$ cat src/rtl/vga_timing_pkg.sv
// SVGA 800x600@60 Hz (40 MHz pixel clock) line and frame timing constants.
// Shared by the horizontal/vertical counters and the sync/blank decode.
package vga_timing_pkg;

   localparam int unsigned H_ACTIVE = 800;
   localparam int unsigned H_FP     = 40;
   localparam int unsigned H_SYNC   = 128;
   localparam int unsigned H_BP     = 88;
   localparam int unsigned H_TOTAL  = 1056;
   localparam int unsigned H_CNT_W  = 11;

   localparam int unsigned V_ACTIVE = 600;
   localparam int unsigned V_FP     = 1;
   localparam int unsigned V_SYNC   = 4;
   localparam int unsigned V_BP     = 23;
   localparam int unsigned V_TOTAL  = 628;

endpackage

$ cat src/rtl/vga_h_counter.sv
// Free-running modulo-PERIOD position counter with terminal-count flag.
// Used for the horizontal pixel count and, re-parameterised, the line count.
module vga_h_counter
   import vga_timing_pkg::*;
#(
   parameter int unsigned WIDTH  = H_CNT_W,
   parameter int unsigned PERIOD = H_TOTAL
) (
   input  logic             clk,
   input  logic             rst,
   output logic [WIDTH-1:0] count,
   output logic             tc
);

   localparam logic [WIDTH-1:0] LAST = WIDTH'(PERIOD - 1);

   if (PERIOD < 2 || PERIOD > (1 << WIDTH)) begin : g_bad_param
      $error("vga_h_counter: PERIOD must lie in 2 .. 2**WIDTH");
   end

   // Power-up value keeps count defined when rst is released before the first edge.
   logic [WIDTH-1:0] count_q = '0;
   logic [WIDTH-1:0] count_d;

   // >= rather than == also recovers from any out-of-range value.
   always_comb begin
      count_d = count_q + WIDTH'(1);
      if (count_q >= LAST) begin
         count_d = '0;
      end
   end

   always_ff @(posedge clk) begin
      if (rst) begin
         count_q <= '0;
      end else begin
         count_q <= count_d;
      end
   end

   assign count = count_q;
   assign tc    = (count_q == LAST);

endmodule

$ cat config.mk
export PLATFORM = sky130hd
export DESIGN_NAME = vga_h_counter
export DESIGN_NICKNAME = d
export VERILOG_FILES = /design/src/rtl/vga_timing_pkg.sv /design/src/rtl/vga_h_counter.sv
export SDC_FILE = /design/constraint.sdc
export NUM_CORES = 1
export LEC_CHECK = 0
export CAP_MARGIN = 20
export CORE_MARGIN = 4
export CORE_UTILIZATION = 35
export DETAILED_ROUTE_END_ITERATION = 16
export DONT_BUFFER_PORTS = 1
export GPL_ROUTABILITY_DRIVEN = 1
export PLACE_DENSITY = 0.54
export SYNTH_ARGS = -nofsm -noshare
export SYNTH_HDL_FRONTEND = slang
export SYNTH_SLANG_ARGS = --single-unit
$ cat constraint.sdc
create_clock -name clk -period 1.9 [get_ports clk]
set_input_delay 0.475 -clock clk [delete_from_list [all_inputs] [get_ports clk]]
set_output_delay 0.475 -clock clk [all_outputs]
set_load 0.02 [all_outputs]
======== Word level (Yosys, flattened, before mapping) ========
Cells that the tools add are included.
word-level totals
  input bits .............................. 2
  flip-flop bits (word level) ............. 11
  logic and storage cells ................. 5
  output and inout bits ................... 12
cells by class
  equality and inequality tests ........... 1
  magnitude comparators ................... 1
  reductions and logical operators ........ 1
  $add $sub $neg .......................... 1
operators with widths
  kind                                                        count
  adder 11 x 1 -> 11 bit (second input constant)              1
  equality test 11 bit (second input constant)                1
  greater-or-equal comparator 11 bit (second input constant)  1
  OR reduction 2 bit                                          1

======== Logic depth before layout (Yosys ltp) ========
  depth in word-level cells ............... 2
  gate-level depth with buffers ........... 4
  depth with buffers taken out ............ 4

======== Worst setup path after synthesis ========
Ideal clock, no wire load.
  path type ............................... reg2out
  from .................................... reg count_q[0] (netlist: count[0])
  to ...................................... out tc
  data arrival time ....................... 1448 ps
  path slack .............................. -23 ps
  stages on the path, launching flop included .. 4
  data required time ...................... 1425 ps
  path buffers ............................ 0
  cells stage by stage .................... dfxtp_1 -> ha_1 -> nand4_1 -> nor3_1
between the ends
  word-level cells in the longest chain between the ends .. 1
ends and longest elaborated chain
  item                      line                 text
  start: declaration        vga_h_counter.sv:22  logic [WIDTH-1:0] count_q = '0;
  start signal: assignment  vga_h_counter.sv:37  count_q <= count_d;
  equality test 11 bit      vga_h_counter.sv:42  assign tc = (count_q == LAST);
  end: declaration          vga_h_counter.sv:12  output logic tc
No other way between the ends.

======== Worst setup path after layout ========
Ends and elaborated chain as after synthesis.

==> impl_results.md <==
* Result of the run: finished, final reports clean
* Horizontal extent of the die at approximately 48 µm
* Net switching power of the design at roughly 110 µW
* Min-delay src: rst
* GPL Wtd Cong at between 0.6 and 0.7
* Via density at roughly 6
* Crit Path Max Fanout at 4
* Worst Tran Pin Value at 0.4856 ns
* Area grow syn2layout at 25.84%
* Worst voltage drop across the vdd grid at slightly above 300 µV
* Hold buffers post-CTS at 0
* Placeable core region at 1506 µm²
* Cell types occupying the most area after synthesis: sky130_fd_sc_hd__dfxtp_1, sky130_fd_sc_hd__a211oi_1, sky130_fd_sc_hd__a221oi_1, sky130_fd_sc_hd__nand3_1, sky130_fd_sc_hd__or4_1
* Crit path kind: reg2out
* Placed wire-length estimate at 966.6 µm
* Cell leakage power at 0.2323 nW
* Vias in the first global route at 550
* Average cell area after synthesis at around 9.4 µm²
* Sequential share of power at 0.542
* Ports at 14
* Synthesized netlist cell count at 59
* Setup-failing EPs final at 0
* Final number of max-transition violations at 0
* Synthesis warning total at 0
* Critical path capture point type: output pin
* Chip height at 47.89 µm
* Worst R2R Start: count[0]
* Internal power summed over all cells at approximately 330 µW
* Clock latency reported for the late side of the worst-skew pair at approximately 0.28 ns
* CTS tree: done
* Share of the yosys chip area belonging to registers at 0.3955
* CTS Sinks at 11
* Worst min-delay path category: in2reg
* Highest attainable clock frequency at ~560 MHz
* Share of final-layout standard cells stronger than drive strength 1 at 0.3014
* Signal arrival time at the worst endpoint at 1.31 ns
* Count of nets after finishing at 77
* Count of max-cap constraint violations at 0
* Initial detailed-routing violation count at 18
* Final Critical Period at between 1.5 and 2 ns
* Relative contribution of combinational cells to total power at 0.077
* Cell accounting for the most synthesized area: sky130_fd_sc_hd__dfxtp_1
* Synth Register Bits at 11
* Filler cell count in the final layout at ~160
* Antenna violations before repair at 0
* Net switching fraction of the power at 0.2561
* Number of levels in the clock H-tree at 1
* Max FFs per register at 11
* Total die area at around 2300 µm²
* Areal power density over the cells at roughly 630 nW/µm²
* Post-route fraction of the period consumed by the critical path at 0.9379
* CP startpoint: count[0]
* Detailed-route DRC error count at 0
* Relative max-transition margin at 0.6753
* Number of vias in the routed layout at 541
* Starting density of the core at 0.3696
* Core occupancy in the finished layout at 0.4651
* Synth top area share at 0.3955
* Hold violation count in the final report at 0
* First-pass GRT wire length at roughly 2400 µm
* Sequential cell area at ~220 µm²
* Largest net degree at the start of global routing at 12
* Row cnt at 14
* Clock edge transition at the registers on the reported setup and hold paths at approximately 0.08 ns
* Power, Total at 444.5 µW
* Distinct cells, synth at 23
* Worst clock skew on the final layout at between 0.002 and 0.003 ns
* Maximum root-to-sink buffer count at 2
* Inserted Clock Buffers at 3
* Mean routed wirelength per cell at about 16 µm
* Setup repair after global routing missed its margin: false
* Netlist Area Pre-Place at 556.8 µm²
* GRT Overall Usage at 0.1545
* Post-synthesis net count at 62
* Sum of overflow across all layers after global routing at 0
* Critical Path RT at 1.42 ns
* Port-buffer cells at 0
* Total negative slack for setup checks at 0 ns
* Area used by multi-input combinational logic at roughly 320 µm²
* Root buf cell: sky130_fd_sc_hd__clkbuf_4
* Critical Path Source Type: flip-flop
* DR pass1 iterations at 4
* Total detailed-routing wirelength at approximately 1400 µm
* Clock power frac at 0.381
* Final antenna-violating net count at 0
* ANT cells at 0
[power groups by stage]
stage	sequential, mW	combinational, mW	clock, mW
final	0.241	0.0342	0.169
after global routing	0.241	0.0379	0.183
after CTS	0.241	0.0341	0.173
after detailed placement	0.246	0.0340	0
after global placement	0.246	0.0334	0
after floorplan	0.256	0.0144	0
[logic make-up after synthesis]
kind of cell,after synthesis,synth area share
AOI/OAI and AO/OA,19,0.2674
xor gates and xnor gates,3,0.04720
adders and majority gates,1,0.02247
buffers and inverters,7,0.04720
DFF,11,0.3955
and+or+nand+nor,18,0.2202
[through the flow]
stage,worst slack [ns],hold WS (ns),instances,instance area [µm²]
after floorplan,0.1363,0.5535,59,561.8
after global placement,0.2875,0.5467,83,649.4
after detailed placement,0.2791,0.5482,83,649.4
after CTS,0.03391,0.2492,88,691.9
after global routing,0.02908,0.2426,89,700.7
final,0.1181,0.2532,89,700.7
[cells in the mapped netlist]
master,count
sky130_fd_sc_hd__or3_2,1
sky130_fd_sc_hd__clkbuf_1,2
sky130_fd_sc_hd__a221oi_2,1
sky130_fd_sc_hd__or4_1,3
sky130_fd_sc_hd__o21ai_0,3
sky130_fd_sc_hd__a211oi_1,5
sky130_fd_sc_hd__a221oi_1,4
sky130_fd_sc_hd__ha_1,1
sky130_fd_sc_hd__o211ai_2,1
sky130_fd_sc_hd__xor2_1,2
sky130_fd_sc_hd__nor3_1,1
sky130_fd_sc_hd__inv_1,5
sky130_fd_sc_hd__nand3_1,5
sky130_fd_sc_hd__nand2_1,2
sky130_fd_sc_hd__nor4_2,1
sky130_fd_sc_hd__dfxtp_1,11
sky130_fd_sc_hd__xnor2_1,1
sky130_fd_sc_hd__o31ai_1,2
sky130_fd_sc_hd__nand4_1,2
sky130_fd_sc_hd__nand3_4,1
sky130_fd_sc_hd__o2111ai_1,1
sky130_fd_sc_hd__a21oi_1,2
sky130_fd_sc_hd__or3_1,2
[final cells by class]
class	instances	area share
Tap cell	16	0.02857
Timing Repair Buffer	12	0.1286
Multi-Input combinational cell	41	0.4625
Sequential cell	11	0.3161
Inverter	5	0.02679
Clock buffer	4	0.03750
[metal layers]
metal	global-route usage	share of wire	vias to the layer above
met2	0.2691	0.51	15
li1	-	-	262
met4	0.09677	0.019	0
met1	0.1648	0.40	262
met3	0.03759	0.072	2
met5	0	0	-
[critical path, cell delays in order, from the launching register on]
cell and delay, ns:
sky130_fd_sc_hd__dfxtp_1 0.34, sky130_fd_sc_hd__ha_1 0.24, sky130_fd_sc_hd__nand4_1 0.17, sky130_fd_sc_hd__nor3_2 0.13
sky130_fd_sc_hd__buf_4 0.16
[cells in the final DEF (no fill, tap or decap)]
cell	netlist	final
sky130_fd_sc_hd__or3_1	2	2
sky130_fd_sc_hd__or4_1	3	3
sky130_fd_sc_hd__a221oi_1	4	4
sky130_fd_sc_hd__a211oi_1	5	5
sky130_fd_sc_hd__buf_4	0	12
sky130_fd_sc_hd__xor2_1	2	2
sky130_fd_sc_hd__nand2_1	2	2
sky130_fd_sc_hd__clkbuf_1	2	1
sky130_fd_sc_hd__nand4_1	2	2
sky130_fd_sc_hd__or3_2	1	1
sky130_fd_sc_hd__a21oi_1	2	2
sky130_fd_sc_hd__o31ai_1	2	2
sky130_fd_sc_hd__inv_1	5	5
sky130_fd_sc_hd__o2111ai_1	1	1
sky130_fd_sc_hd__nand3_4	1	1
sky130_fd_sc_hd__dfxtp_2	0	1
sky130_fd_sc_hd__ha_1	1	1
sky130_fd_sc_hd__nor4_4	0	1
sky130_fd_sc_hd__o211ai_2	1	1
sky130_fd_sc_hd__dfxtp_1	11	10
sky130_fd_sc_hd__xnor2_1	1	1
sky130_fd_sc_hd__a221oi_2	1	1
sky130_fd_sc_hd__nand3_1	5	5
sky130_fd_sc_hd__o21ai_0	3	3
sky130_fd_sc_hd__clkbuf_4	0	3
sky130_fd_sc_hd__nor3_2	0	1
[worst paths after layout]
| check | end | slack (ns) | cells after the start |
|---|---|---|---|
| setup / recovery | tc | 0.12 | 4 |
| hold / removal | count[9] | 0.25 | 1 |
| setup reg to reg | count[8] | 0.27 | 5 |
| hold reg to reg | count[5] | 0.60 | 2 |
[timing repair]
item / 4_1_cts / 5_1_grt
setup buffers: 1 / 1
gates resized for setup: 1 / 1
endpoints found under the setup margin: 1 / 1
pin swaps: 0 / 1
No activity file was read; power rests on OpenSTA's default activity.
==> patch, RTL diff (same flow settings) <==
Reset style: asynchronous (`rst`), changed in one clocked block.
--- a/src/rtl/vga_h_counter.sv
+++ b/src/rtl/vga_h_counter.sv
@@ -32,3 +32,3 @@
 
-   always_ff @(posedge clk) begin
+   always_ff @(posedge clk or posedge rst) begin
       if (rst) begin
Check against the original RTL: differs if rst is asserted again (counterexample within 4 cycles, from zero or initial values and one cycle with rst high); with rst held inactive, the same outputs for 10 cycles.
==> patch against the unedited design <==
- synthesized area fell by 1.1%
- critical path type unchanged
- fmax fell by 2.2%
- synthesized cell count fell by 8.5%
- setup slack got worse by 0.041 ns
- final area fell by 0.89%
- routed wire length fell by 4.6%
- first-iteration DRC count fell by 83%
- sequential share of layout area rose by 8.0 points
- sequential cell count did not move
- die area fell by 0.94%
- worst hold slack got worse by 0.18 ns
Power is not compared: it rests on default switching activity, and its combinational part moved more than twofold at a synthesized area within 25%.
==> patch: results (changes against the unedited design) <==
Status
  – Outcome: completed

Finish
  – Fillers: 160 (+1.9%)
  – Multi-In Gates: 39 (-4.9%)
  – Nonclk buf count: 11 (-1)
  – Nets: 72 (-6.5%)
  – Logic inverters: 3 (-2)
  – Clk tree area frac: 0.03784 (+0.0003378)

Yosys
  – Register area share after synthesis: 0.5000 (+0.1045)
  – Syn Area/Cell: 10.19 sq um (+8.0%)
  – Post-synthesis xor/xnor area fraction: 0.04773 (+0.0005363)
  – Synth async-reset ratio: 1.000 (+1.000)
  – Most used DFF post-synth: dfrtp_1
  – Synthesized cell area: 550.5 sq um (-1.1%)
  – Commonest cells in the netlist: 11 x dfrtp_1, 6 x a21oi_1, 4 x a22oi_1, 4 x o21ai_0
  – Syn_nets: 57 (-8.1%)

Critical path
  – Worst-path fanout max: 2 (-2)

Route
  – Met2 routed wirelength: 655 microns (-9.3%)
  – DRC marker count from the first detailed-route iteration: 3 (-15)

Placed design
  – HPWL Detailed: 963.3 microns (-0.34%)
  – Placed cell count: 79 (-4.8%)
  – Final Wtd Congestion: 0.6761 (-2.9%)

CTS
  – Post-CTS Resized: 3 (+2)

Min path
  – Hold Crit Class: primary input to asynchronous set/reset pin

Global routing
  – Global-route wire length before repair: 2187 microns (-8.6%)
  – Met1 Use GR: 0.1982 (+0.03337)
  – Met3 Use GR: 0.02632 (-0.01128)
  – Overall Global Routing Usage: 0.1402 (-0.01432)
[patch: cell types whose count changed after synthesis, sizes merged, moves of 4 or more]
cell / before / now
dfrtp: 0 / 11
dfxtp: 11 / 0
a21oi: 2 / 6
a22oi: 0 / 4
a221oi: 5 / 0
a211oi: 5 / 0
[patch: final timing paths]
check / from / endpoint / slack (ns) / cells past startpoint
max: count[7] / tc / 0.08 / 2
min: rst / count[10] / 0.07 / 1
max reg2reg: count[0] / count[10] / 0.36 / 5
min reg2reg: count[0] / count[0] / 0.61 / 2
max in group asynchronous: rst / count[3] / 1.53 / 1
min in group clk: count[0] / count[0] / 0.61 / 2
[patch: critical path, stage by stage, from the launching register on]
cell and delay [ns]:
dfrtp_1 0.43, nor4_4 0.35, and3_2 0.30
[patch: logic make-up (layout without fill, tap and decap cells)]
group,Yosys count,in the layout
AOI/OAI and AO/OA,18,18
xor gates and xnor gates,3,3
adders and majority gates,1,1
buffers and inverters,4,18
and+or+nand+nor,17,17
DFF,11,11
